### src/rtl/cabac_se_mvd_sched.sv
// ---------------------------------------------------------------------------
// cabac_se_mvd_sched
//
// Purpose:
//   Per-PU scheduler for the mvd-related CABAC syntax elements of one inter
//   PU. It latches the mvds and mvp indices of both reference lists, then
//   walks the mvd_coding order for L0 followed by L1. For each list the order
//   is g0x, g0y, g1x, g1y, m2x, signx, m2y, signy, mvp. Pairs that are absent
//   for the current mvd are skipped by a same-cycle priority search, so they
//   cost no cycles. Surviving pairs go out one per cycle under valid/ready.
//
// Pair layout (PAIR_W = 23): [22:13] value, [12:9] bin count, [8:0] ctx id.
//
// Ports:
//   clk, rst          clock, asynchronous active-high reset
//   start_i           PU request, taken only while start_ready_o is high
//   start_ready_o     high in IDLE
//   inter_dir_i       01=L0, 10=L1, 11=BI, 00=no mvd
//   mv_l0_i/mv_l1_i   {mvd_x, mvd_y} per list, two's complement
//   mvp_idx_l0_i/l1_i mvp indices
//   se_pair_o         current SE pair
//   se_valid_o        pair valid
//   se_ready_i        downstream accepts
//   busy_o            high whenever the FSM is not IDLE
//   done_o            one-cycle pulse after the PU has finished
//   pair_cnt_o        (only with CABAC_MVD_STAT_EN) count of transferred
//                     pairs since reset, saturating at 16'hFFFF
//
// Optional build macro: CABAC_MVD_STAT_EN adds pair_cnt_o and its counter.
// ---------------------------------------------------------------------------
module cabac_se_mvd_sched #(
  parameter int MVD_W  = 11,
  parameter int PAIR_W = 23
) (
  input  logic                 clk,
  input  logic                 rst,
  input  logic                 start_i,
  output logic                 start_ready_o,
  input  logic [1:0]           inter_dir_i,
  input  logic [2*MVD_W-1:0]   mv_l0_i,
  input  logic [2*MVD_W-1:0]   mv_l1_i,
  input  logic [2:0]           mvp_idx_l0_i,
  input  logic [2:0]           mvp_idx_l1_i,
  output logic [PAIR_W-1:0]    se_pair_o,
  output logic                 se_valid_o,
  input  logic                 se_ready_i,
  output logic                 busy_o,
  output logic                 done_o
`ifdef CABAC_MVD_STAT_EN
  ,
  output logic [15:0]          pair_cnt_o
`endif
);

  localparam int VAL_W = PAIR_W - 13;

  localparam logic [3:0] CNT1    = 4'h1;
  localparam logic [8:0] ID_G0   = 9'h016;
  localparam logic [8:0] ID_G1   = 9'h017;
  localparam logic [8:0] ID_M2   = 9'h0BE;
  localparam logic [8:0] ID_SIGN = 9'h0BB;
  localparam logic [8:0] ID_MVP  = 9'h0B0;

  typedef enum logic [1:0] {
    S_IDLE,
    S_EMIT_L0,
    S_EMIT_L1,
    S_DONE
  } state_t;

  // Builds a pair whose value is a single flag bit, zero-extended.
  function automatic logic [PAIR_W-1:0] flagPair(input logic flag, input logic [8:0] id);
    flagPair = {{(VAL_W-1){1'b0}}, flag, CNT1, id};
  endfunction

  // Two's-complement magnitude. The illegal -2^(MVD_W-1) maps to 2^(MVD_W-1),
  // which still has the right bit pattern for the wrapped m2 value.
  function automatic logic [MVD_W-1:0] absOf(input logic [MVD_W-1:0] v);
    absOf = v[MVD_W-1] ? (~v + 1'b1) : v;
  endfunction

  state_t               r_state;
  logic [2*MVD_W-1:0]   r_mvL0;
  logic [2*MVD_W-1:0]   r_mvL1;
  logic [2:0]           r_mvpL0;
  logic [2:0]           r_mvpL1;
  logic                 r_hasL1;
  logic [3:0]           r_slot;
  logic [PAIR_W-1:0]    r_pair;
  logic                 r_valid;
  logic                 r_busy;
  logic                 r_done;
  logic                 r_startReady;

  logic [2*MVD_W-1:0]   w_mv      [2];
  logic [MVD_W-1:0]     w_comp    [2][2];
  logic [MVD_W-1:0]     w_abs     [2][2];
  logic                 w_g0      [2][2];
  logic                 w_g1      [2][2];
  logic                 w_sign    [2][2];
  logic [VAL_W-1:0]     w_m2      [2][2];
  logic                 w_mvpNz   [2];
  logic [8:0]           w_mask    [2];
  logic [PAIR_W-1:0]    w_slotPair[2][9];

  logic                 w_curList;
  logic                 w_found;
  logic [3:0]           w_nextSlot;
  logic [PAIR_W-1:0]    w_nextPair;
  logic                 w_xfer;

  assign w_mv[0]    = r_mvL0;
  assign w_mv[1]    = r_mvL1;
  assign w_mvpNz[0] = |r_mvpL0;
  assign w_mvpNz[1] = |r_mvpL1;

  // Per list and component: greater0/greater1 flags, sign and the
  // abs-minus-two remainder, all from the latched mvds. Index c: 0=x, 1=y.
  for (genvar l = 0; l < 2; l++) begin : gList
    for (genvar c = 0; c < 2; c++) begin : gComp
      assign w_comp[l][c] = (c == 0) ? w_mv[l][2*MVD_W-1:MVD_W] : w_mv[l][MVD_W-1:0];
      assign w_abs[l][c]  = absOf(w_comp[l][c]);
      assign w_g0[l][c]   = |w_comp[l][c];
      assign w_g1[l][c]   = |w_abs[l][c][MVD_W-1:1];
      assign w_sign[l][c] = w_comp[l][c][MVD_W-1];
      assign w_m2[l][c]   = w_abs[l][c][VAL_W-1:0] - VAL_W'(2);
    end

    // Presence mask in slot order (bit 0 = g0x ... bit 8 = mvp).
    assign w_mask[l] = {1'b1, w_g0[l][1], w_g1[l][1], w_g0[l][0], w_g1[l][0],
                        w_g0[l][1], w_g0[l][0], 1'b1, 1'b1};

    assign w_slotPair[l][0] = flagPair(w_g0[l][0], ID_G0);
    assign w_slotPair[l][1] = flagPair(w_g0[l][1], ID_G0);
    assign w_slotPair[l][2] = flagPair(w_g1[l][0], ID_G1);
    assign w_slotPair[l][3] = flagPair(w_g1[l][1], ID_G1);
    assign w_slotPair[l][4] = {w_m2[l][0], CNT1, ID_M2};
    assign w_slotPair[l][5] = flagPair(w_sign[l][0], ID_SIGN);
    assign w_slotPair[l][6] = {w_m2[l][1], CNT1, ID_M2};
    assign w_slotPair[l][7] = flagPair(w_sign[l][1], ID_SIGN);
    assign w_slotPair[l][8] = flagPair(w_mvpNz[l], ID_MVP);
  end

  assign w_curList = (r_state == S_EMIT_L1);
  assign w_xfer    = r_valid & se_ready_i;

  // Priority search for the lowest present slot after the one currently on
  // the output. The loop runs high to low so the lowest match wins. When
  // nothing is found, the current list is exhausted.
  always_comb begin
    w_found    = 1'b0;
    w_nextSlot = '0;
    w_nextPair = '0;
    for (int i = 8; i >= 0; i--) begin
      if ((4'(i) > r_slot) && w_mask[w_curList][i]) begin
        w_found    = 1'b1;
        w_nextSlot = 4'(i);
        w_nextPair = w_slotPair[w_curList][i];
      end
    end
  end

  // Main FSM with registered outputs. At start the first pair is built
  // straight from the input ports, because the latches only become valid on
  // the same edge. This gives the one-cycle start-to-valid latency. g0x is
  // always present, so every list begins at slot 0. When L0 runs out, the FSM
  // loads L1's g0x on the same edge, so no bubble appears between the lists.
  always_ff @(posedge clk or posedge rst) begin
    if (rst) begin
      r_state      <= S_IDLE;
      r_mvL0       <= '0;
      r_mvL1       <= '0;
      r_mvpL0      <= '0;
      r_mvpL1      <= '0;
      r_hasL1      <= 1'b0;
      r_slot       <= '0;
      r_pair       <= '0;
      r_valid      <= 1'b0;
      r_busy       <= 1'b0;
      r_done       <= 1'b0;
      r_startReady <= 1'b1;
    end else begin
      case (r_state)
        S_IDLE: begin
          if (start_i) begin
            r_mvL0       <= mv_l0_i;
            r_mvL1       <= mv_l1_i;
            r_mvpL0      <= mvp_idx_l0_i;
            r_mvpL1      <= mvp_idx_l1_i;
            r_hasL1      <= inter_dir_i[1];
            r_slot       <= '0;
            r_busy       <= 1'b1;
            r_startReady <= 1'b0;
            if (inter_dir_i[0]) begin
              r_state <= S_EMIT_L0;
              r_valid <= 1'b1;
              r_pair  <= flagPair(|mv_l0_i[2*MVD_W-1:MVD_W], ID_G0);
            end else if (inter_dir_i[1]) begin
              r_state <= S_EMIT_L1;
              r_valid <= 1'b1;
              r_pair  <= flagPair(|mv_l1_i[2*MVD_W-1:MVD_W], ID_G0);
            end else begin
              r_state <= S_DONE;
              r_done  <= 1'b1;
            end
          end
        end

        S_EMIT_L0, S_EMIT_L1: begin
          if (w_xfer) begin
            if (w_found) begin
              r_slot <= w_nextSlot;
              r_pair <= w_nextPair;
            end else if ((r_state == S_EMIT_L0) && r_hasL1) begin
              r_state <= S_EMIT_L1;
              r_slot  <= '0;
              r_pair  <= w_slotPair[1][0];
            end else begin
              r_state <= S_DONE;
              r_valid <= 1'b0;
              r_pair  <= '0;
              r_done  <= 1'b1;
            end
          end
        end

        S_DONE: begin
          r_state      <= S_IDLE;
          r_done       <= 1'b0;
          r_busy       <= 1'b0;
          r_startReady <= 1'b1;
        end

        default: begin
          r_state      <= S_IDLE;
          r_valid      <= 1'b0;
          r_done       <= 1'b0;
          r_busy       <= 1'b0;
          r_startReady <= 1'b1;
        end
      endcase
    end
  end

  assign se_pair_o     = r_pair;
  assign se_valid_o    = r_valid;
  assign busy_o        = r_busy;
  assign done_o        = r_done;
  assign start_ready_o = r_startReady;

`ifdef CABAC_MVD_STAT_EN
  logic [15:0] r_pairCnt;

  // Counts every accepted pair. The count sticks at all-ones instead of
  // wrapping, so a long run never reads back as a small number.
  always_ff @(posedge clk or posedge rst) begin
    if (rst) begin
      r_pairCnt <= '0;
    end else if (w_xfer && (r_pairCnt != 16'hFFFF)) begin
      r_pairCnt <= r_pairCnt + 16'd1;
    end
  end

  assign pair_cnt_o = r_pairCnt;
`endif

endmodule

### config.mk
export PLATFORM = sky130hd
export DESIGN_NAME = cabac_se_mvd_sched
export DESIGN_NICKNAME = d
export VERILOG_FILES = /design/src/rtl/cabac_se_mvd_sched.sv
export SDC_FILE = /design/constraint.sdc
export NUM_CORES = 1
export LEC_CHECK = 0
export ABC_AREA = 1
export CAP_MARGIN = 20
export CORE_ASPECT_RATIO = 2
export CORE_MARGIN = 3
export CORE_UTILIZATION = 55
export CTS_CLUSTER_DIAMETER = 40
export DETAILED_ROUTE_END_ITERATION = 7
export PLACE_DENSITY = 0.8
export SLEW_MARGIN = 20
export SYNTH_ARGS = -nofsm -noshare
export SYNTH_HDL_FRONTEND = slang
export SYNTH_SLANG_ARGS = --single-unit
### constraint.sdc
create_clock -name clk -period 3.2 [get_ports clk]
set_clock_uncertainty 0.15 [all_clocks]
set_input_delay 0.64 -clock clk [delete_from_list [all_inputs] [get_ports clk]]
set_output_delay 0.64 -clock clk [all_outputs]
set_load 0.02 [all_outputs]
# Word-level counts from Yosys, hierarchy flattened

Cells that the tools add are included.

Add/subtract/negate cells: 8
Equal/unequal tests: 11
Divide/modulo/power cells: 0
Order comparisons: 10
$mul: 0
Shifts and indexed selects: 0
Muxes and demuxes: 74
Bitwise gates (word level): 6
Reductions and logical operators: 33

Operators with widths:

| kind                                                | count |
|---|---|
| two-way mux 207 bit                                 | 2 |
| two-way mux 23 bit                                  | 14 |
| two-way mux 198 bit                                 | 1 |
| OR reduction 11 bit                                 | 6 |
| two-way mux 4 bit                                   | 13 |
| case mux 23 bit (2 select lines)                    | 1 |
| adder 11 x 1 -> 11 bit (second input constant)      | 4 |
| two-way mux 11 bit                                  | 4 |
| inverter 11 bit                                     | 4 |
| OR reduction 10 bit                                 | 4 |
| subtractor 10 x 2 -> 10 bit (second input constant) | 4 |
| two-way mux 1 bit                                   | 25 |
| two-way mux 9 bit                                   | 2 |
| > comparator 3 x 4 -> 1 bit (first input constant)  | 4 |
| two-way mux 14 bit                                  | 1 |
| != test 2 bit (second input constant)               | 6 |
| AND reduction 6 bit                                 | 2 |
| logical AND 1 bit                                   | 10 |
| > comparator 1 x 4 -> 1 bit (first input constant)  | 2 |
| > comparator 2 x 4 -> 1 bit (first input constant)  | 2 |
| two-way mux 2 bit                                   | 4 |
| two-way mux 8 bit                                   | 1 |
| case mux 4 bit (2 select lines)                     | 1 |
| AND reduction 4 bit                                 | 2 |
| other kinds (16)                                    | 23 |

Register bits: 84
Bits in writable memories: 0
Logic and storage cells: 154
Input port bits: 56
Memories: 0
Bits in latches: 0
Bits in read-only memories: 0

# Depth between registers and ports, before layout

Depth after elaboration: 20
Depth in mapped cells: 22

# Worst setup path after synthesis

Ideal clock, no wire load.

Kind: reg-to-reg
From: register r_state[0]
To: register r_pair[22], in the netlist se_pair_o[22]
Setup time: 0.076 ns
Period minus slack after synthesis: 2.484 ns
Arrival time: 2.258 ns
Cell stages (with the launch flop): 18
Slack: 0.716 ns
Data required time: 2.974 ns
Path through: dfrtp_1 -> inv_1 -> ha_1 -> inv_2 -> buf_2 -> buf_2 -> nand2_1 -> o21a_1 -> inv_1 -> ha_1 -> nand2_1 -> nor2_1 -> nand3_1 -> nor2_1 -> nor2_1 -> o21ai_0 -> nand2_1 -> o21ai_1

Cells in the longest elaborated chain, start to end: 17
Elaborated cells between the ends (all ways): 41
Those cells by class: 5 x eq/ne; 25 x mux; 1 x bitwise; 10 x reduce/logical

RTL lines:

| element                                                              | RTL line | RTL |
|---|---|---|
| start: declaration                                                   | 82       | `state_t r_state;` |
| start signal: assignment                                             | 170      | `r_state <= S_IDLE;` |
| start signal: assignment                                             | 195      | `r_state <= S_EMIT_L0;` |
| start signal: assignment                                             | 199      | `r_state <= S_EMIT_L1;` |
| equality test 2 bit                                                  | 144, 183 |  |
| inverter 1 -> 2 bit (implied by the code)                            | 155, 158 |  |
| two-way mux 8 bit                                                    | -        |  |
| two-way mux 9 bit (2 in a row)                                       | -        |  |
| logical AND 1 bit                                                    | 155      | `if ((4'(i) > r_slot) && w_mask[w_curList][i]) begin` |
| two-way mux 23 bit or two-way mux 1 bit (tied branches) (8 in a row) | 155      |  |
| two-way mux 23 bit                                                   | 211      | `if (w_found) begin` |
| two-way mux 23 bit                                                   | 210      | `if (w_xfer) begin` |
| case mux 23 bit (2 select lines)                                     | 183      | `case (r_state)` |
| end signal: assignment                                               | 197      | `r_pair <= flagPair(\|mv_l0_i[2*MVD_W-1:MVD_W], ID_G0);` |
| end signal: assignment                                               | 213      | `r_pair <= w_nextPair;` |
| end signal: assignment                                               | 217      | `r_pair <= w_slotPair[1][0];` |
| end: declaration                                                     | 89       | `logic [PAIR_W-1:0] r_pair;` |

Several ways; a longest one is shown, not always the timed one. The select of a mux whose other input is x is not followed.
A chain may end at the register's enable or synchronous reset.

# Worst setup path in the final report

Same ends and word-level chain as after synthesis.

==> impl_metrics.env <==
export IMPL_grt_use_total=0.297
export IMPL_hold_viol=0
export IMPL_detailroute_via_count=5579
export IMPL_dominantRegCellSynth="dfrtp_1"
export IMPL_pin_count=83
export IMPL_maxUsedRoutingLayer="met4"
export IMPL_critPathRequiredTime_ns=3.32
export IMPL_asyncSetResetFlopFracSynth=1.00
export IMPL_pre_antenna_drt_iters=5
export IMPL_final_period_utilization=0.936
export IMPL_synth_top_area_share=0.352
export IMPL_xor_and_xnor_fraction_of_the_mapped_netlist_area=0.0192
export IMPL_die_h_microns=146
export IMPL_clkTransAtPathRegs_ns=0.06
export IMPL_synth_seq_area_share=0.357
export IMPL_rows=50
export IMPL_grt_max_degree=53
export IMPL_post_synth_cell_area_avg_sq_um=6.63
export IMPL_root_buffer="clkbuf_16"
export IMPL_multiplexer_share_of_the_synthesized_area=0.00185
export IMPL_grt_antenna_before_repair=0
export IMPL_insertion_delay_ns=0.34
export IMPL_core_sq_um=9450
export IMPL_power_leakage_nw=3.19
export IMPL_drt_total_wl_microns=15900
export IMPL_period_minus_slack_ns=3.00
export IMPL_maxSlewHeadroom=0.594
export IMPL_crit_chain="inv_1 -> ha_1 -> buf_6 -> nand3_1 -> nand2_1 -> nor2_1 -> inv_1 -> ha_1 -> nand2_1 -> nor2_1 -> nand3_1 -> nor2_1 -> nor2_1 -> o21ai_0 -> nand2_1 -> o21ai_1"
export IMPL_run_status="completed"
export IMPL_synth_compound_area_frac=0.123
export IMPL_arrival_time_of_data_at_the_critical_path_endpoint_ns=3.12
export IMPL_globalplace_congestion=0.952
export IMPL_synth_most_common_cell="nand2_1"
export IMPL_count_of_unresolved_drc_violations_after_routing=0
export IMPL_antenna_violating_nets_post_route=0
export IMPL_grt_first_pass_wirelength_microns=26400
export IMPL_yosys_area_top_type="dfrtp_1"
export IMPL_cap_violations=0
export IMPL_regToRegSetupSlack_ns=0.20
export IMPL_antenna_fix_cells=0
export IMPL_synth_adder_area_share=0.0231
export IMPL_final_setup_tns_ns=0
export IMPL_drt_wirelength_per_cell_microns=15.6
export IMPL_synth_top_family_by_area="simple AND/OR/NAND/NOR gates"
export IMPL_timing_worst_setup_path_type="reg -> reg"
export IMPL_number_of_enable_type_register_cells_in_the_synthesized_netlist=0
export IMPL_wl_met1_microns=5530
export IMPL_rsz_0062_raised_after_global_routing="false"
export IMPL_pwrdens_nw_per_um2=1080
export IMPL_detailed_place_hpwl_microns=12600
export IMPL_synth_simple_gate_area_share=0.367
export IMPL_leading_cell_types_by_total_area_after_synthesis="dfrtp_1, nand2_1, inv_1"
export IMPL_worst_setup_path_start_kind="flop"
export IMPL_tritoncts="built"
export IMPL_hold_path_class="reg -> reg"
export IMPL_horiz_die_dim_microns=76.1
export IMPL_worst_slew_pin_slew_ns=0.602
export IMPL_route_detailed_vias_per_inst=5.49
export IMPL_synth_ff_latch_count=77
export IMPL_initial_core_util=0.572
export IMPL_first_global_vias=5734
export IMPL_fraction_of_layout_instances_using_a_drive_strength_above_1=0.0631
export IMPL_timing_critical_path_slowest_cell_delay_ns=0.41
export IMPL_area_delta_synth_final_pct=21.2
export IMPL_ys_top_cells_by_count="nand2_1, inv_1, dfrtp_1, nor2_1, o21ai_0"
export IMPL_grt_overflow_total=0
export IMPL_critical_path_slowest_cell="dfrtp_1"
export IMPL_crit_path_end_kind="flop"
export IMPL_timing_critical_path_fanout_max=21
export IMPL_critical_path_most_common_cell="nor2_1"
export IMPL_post_synth_inst_count=816
export IMPL_detailroute_wirelength_met2_microns=8830
export IMPL_max_clock_path_buffers=2
export IMPL_finalSetupViolations=0
export IMPL_detailroute_wirelength_met3_microns=539
export IMPL_report_final_slew_viol_count=0
export IMPL_clock_sink_count=77
export IMPL_die_area_sq_um=11100
export IMPL_peakVddDrop_mv=0.547
export IMPL_final_nets=950
export IMPL_clock_tree_htree_level_count=3
export IMPL_synth_cell_types=46
export IMPL_total_power_w=0.00708
export IMPL_portBuffers=77
export IMPL_cts_hold_buf=0
export IMPL_mappedNetlistArea_sq_um=5410
export IMPL_dr_first_iter_drc_count=342
export IMPL_cts_inserted_buffers=9
export IMPL_achievable_frequency_mhz=334
export IMPL_yosysWarningCount=0
power breakdown:
group | internal (W) | switching (W) | leakage, nW
clock | 0.000615 | 0.000409 | 0.136
sequential | 0.00138 | 0.000425 | 0.954
combinational | 0.00144 | 0.00281 | 2.10
total | 0.00344 | 0.00365 | 3.19
kinds of logic (layout without fill, tap and decap cells):
kind of cell               after synthesis  after routing
DFF                                     77             77
muxes                                    1              1
xor gates and xnor gates                11             11
buffers and inverters                  140            207
other                                    1              5
and+or+nand+nor                        455            455
AOI/OAI and AO/OA                      121            121
adders and majority gates               10             10
path summary, 6_finish.rpt:
path / from / endpoint / cells after the start
min: se_pair_o[17] / se_pair_o[17] / 2
max in group asynchronous: rst / r_mvL1[4] / 3
max: r_state[0] / se_pair_o[22] / 16
max reg2reg: r_state[0] / se_pair_o[22] / 16
min reg2reg: se_pair_o[17] / se_pair_o[17] / 2
min in group asynchronous: rst / r_slot[2] / 2
critical path: cells and delay by family, from the launching register on:
family,cells,cell delay (ns)
AOI/OAI and AO/OA,2,0.31
and+or+nand+nor,9,1.04
buffers and inverters,3,0.49
DFF,1,0.41
adders and majority gates,2,0.51
registers in the layout, indices dropped and copies added, names as in the netlist:
| name | flops |
|---|---|
| start_ready_o | 1 |
| se_valid_o | 1 |
| r_slot | 4 |
| r_state | 2 |
| r_hasL1 | 1 |
| r_mvpL0 | 3 |
| se_pair_o | 16 |
| done_o | 1 |
| r_mvpL1 | 3 |
| r_mvL0 | 22 |
| busy_o | 1 |
| r_mvL1 | 22 |
layout by cell type (no fill, tap or decap), drive strengths merged, types with 2 or more instances in the layout:
master,Yosys,final
a21oi,21,21
a31oi,3,3
buf,21,8
clkbuf,11,10
clkdlybuf4s50,0,77
clkinv,2,3
clkinvlp,0,2
conb,1,5
dfrtp,76,76
ha,10,10
inv,106,106
nand2,265,265
nand3,67,67
nand3b,8,8
nand4,12,12
nor2,82,82
nor3,11,11
nor4,7,7
o21a,2,2
o21ai,84,84
o22ai,2,2
o31ai,4,4
or2,2,2
xnor2,2,2
xor2,9,9
cell type report:
cell class	count	area (sq um)
Multi-Input combinational cell	603	2910
Fill cell	834	2890
Sequential cell	77	1930
Timing Repair Buffer	85	860
Inverter	108	409
Clock buffer	10	239
Tap cell	130	163
Clock inverter	4	50.0
repair_timing:
item,4_1_cts,5_1_grt
gates resized for setup,0,3
endpoints found under the setup margin,0,1
buffers inserted,0,0
hold endpoints to repair,0,0
stage by stage:
step                cells  setup WS, ns  utilization  hold slack [ns]  cell area [sq um]
global placement     1003         0.454        0.663            0.318               6260
floorplan             820         0.445            -            0.299               5420
CTS                  1017         0.271        0.693            0.333               6550
finish               1017         0.203        0.694            0.329               6550
global route         1017       0.00602        0.694            0.359               6550
detailed placement   1003         0.344        0.663            0.318               6260
routing by layer:
metal  up-vias  GRT usage
met5         -          0
met4         0      0.185
met3        58     0.0407
met2       163      0.582
met1      2618      0.282
li1       2740          -
No activity file was read; power rests on OpenSTA's default activity.
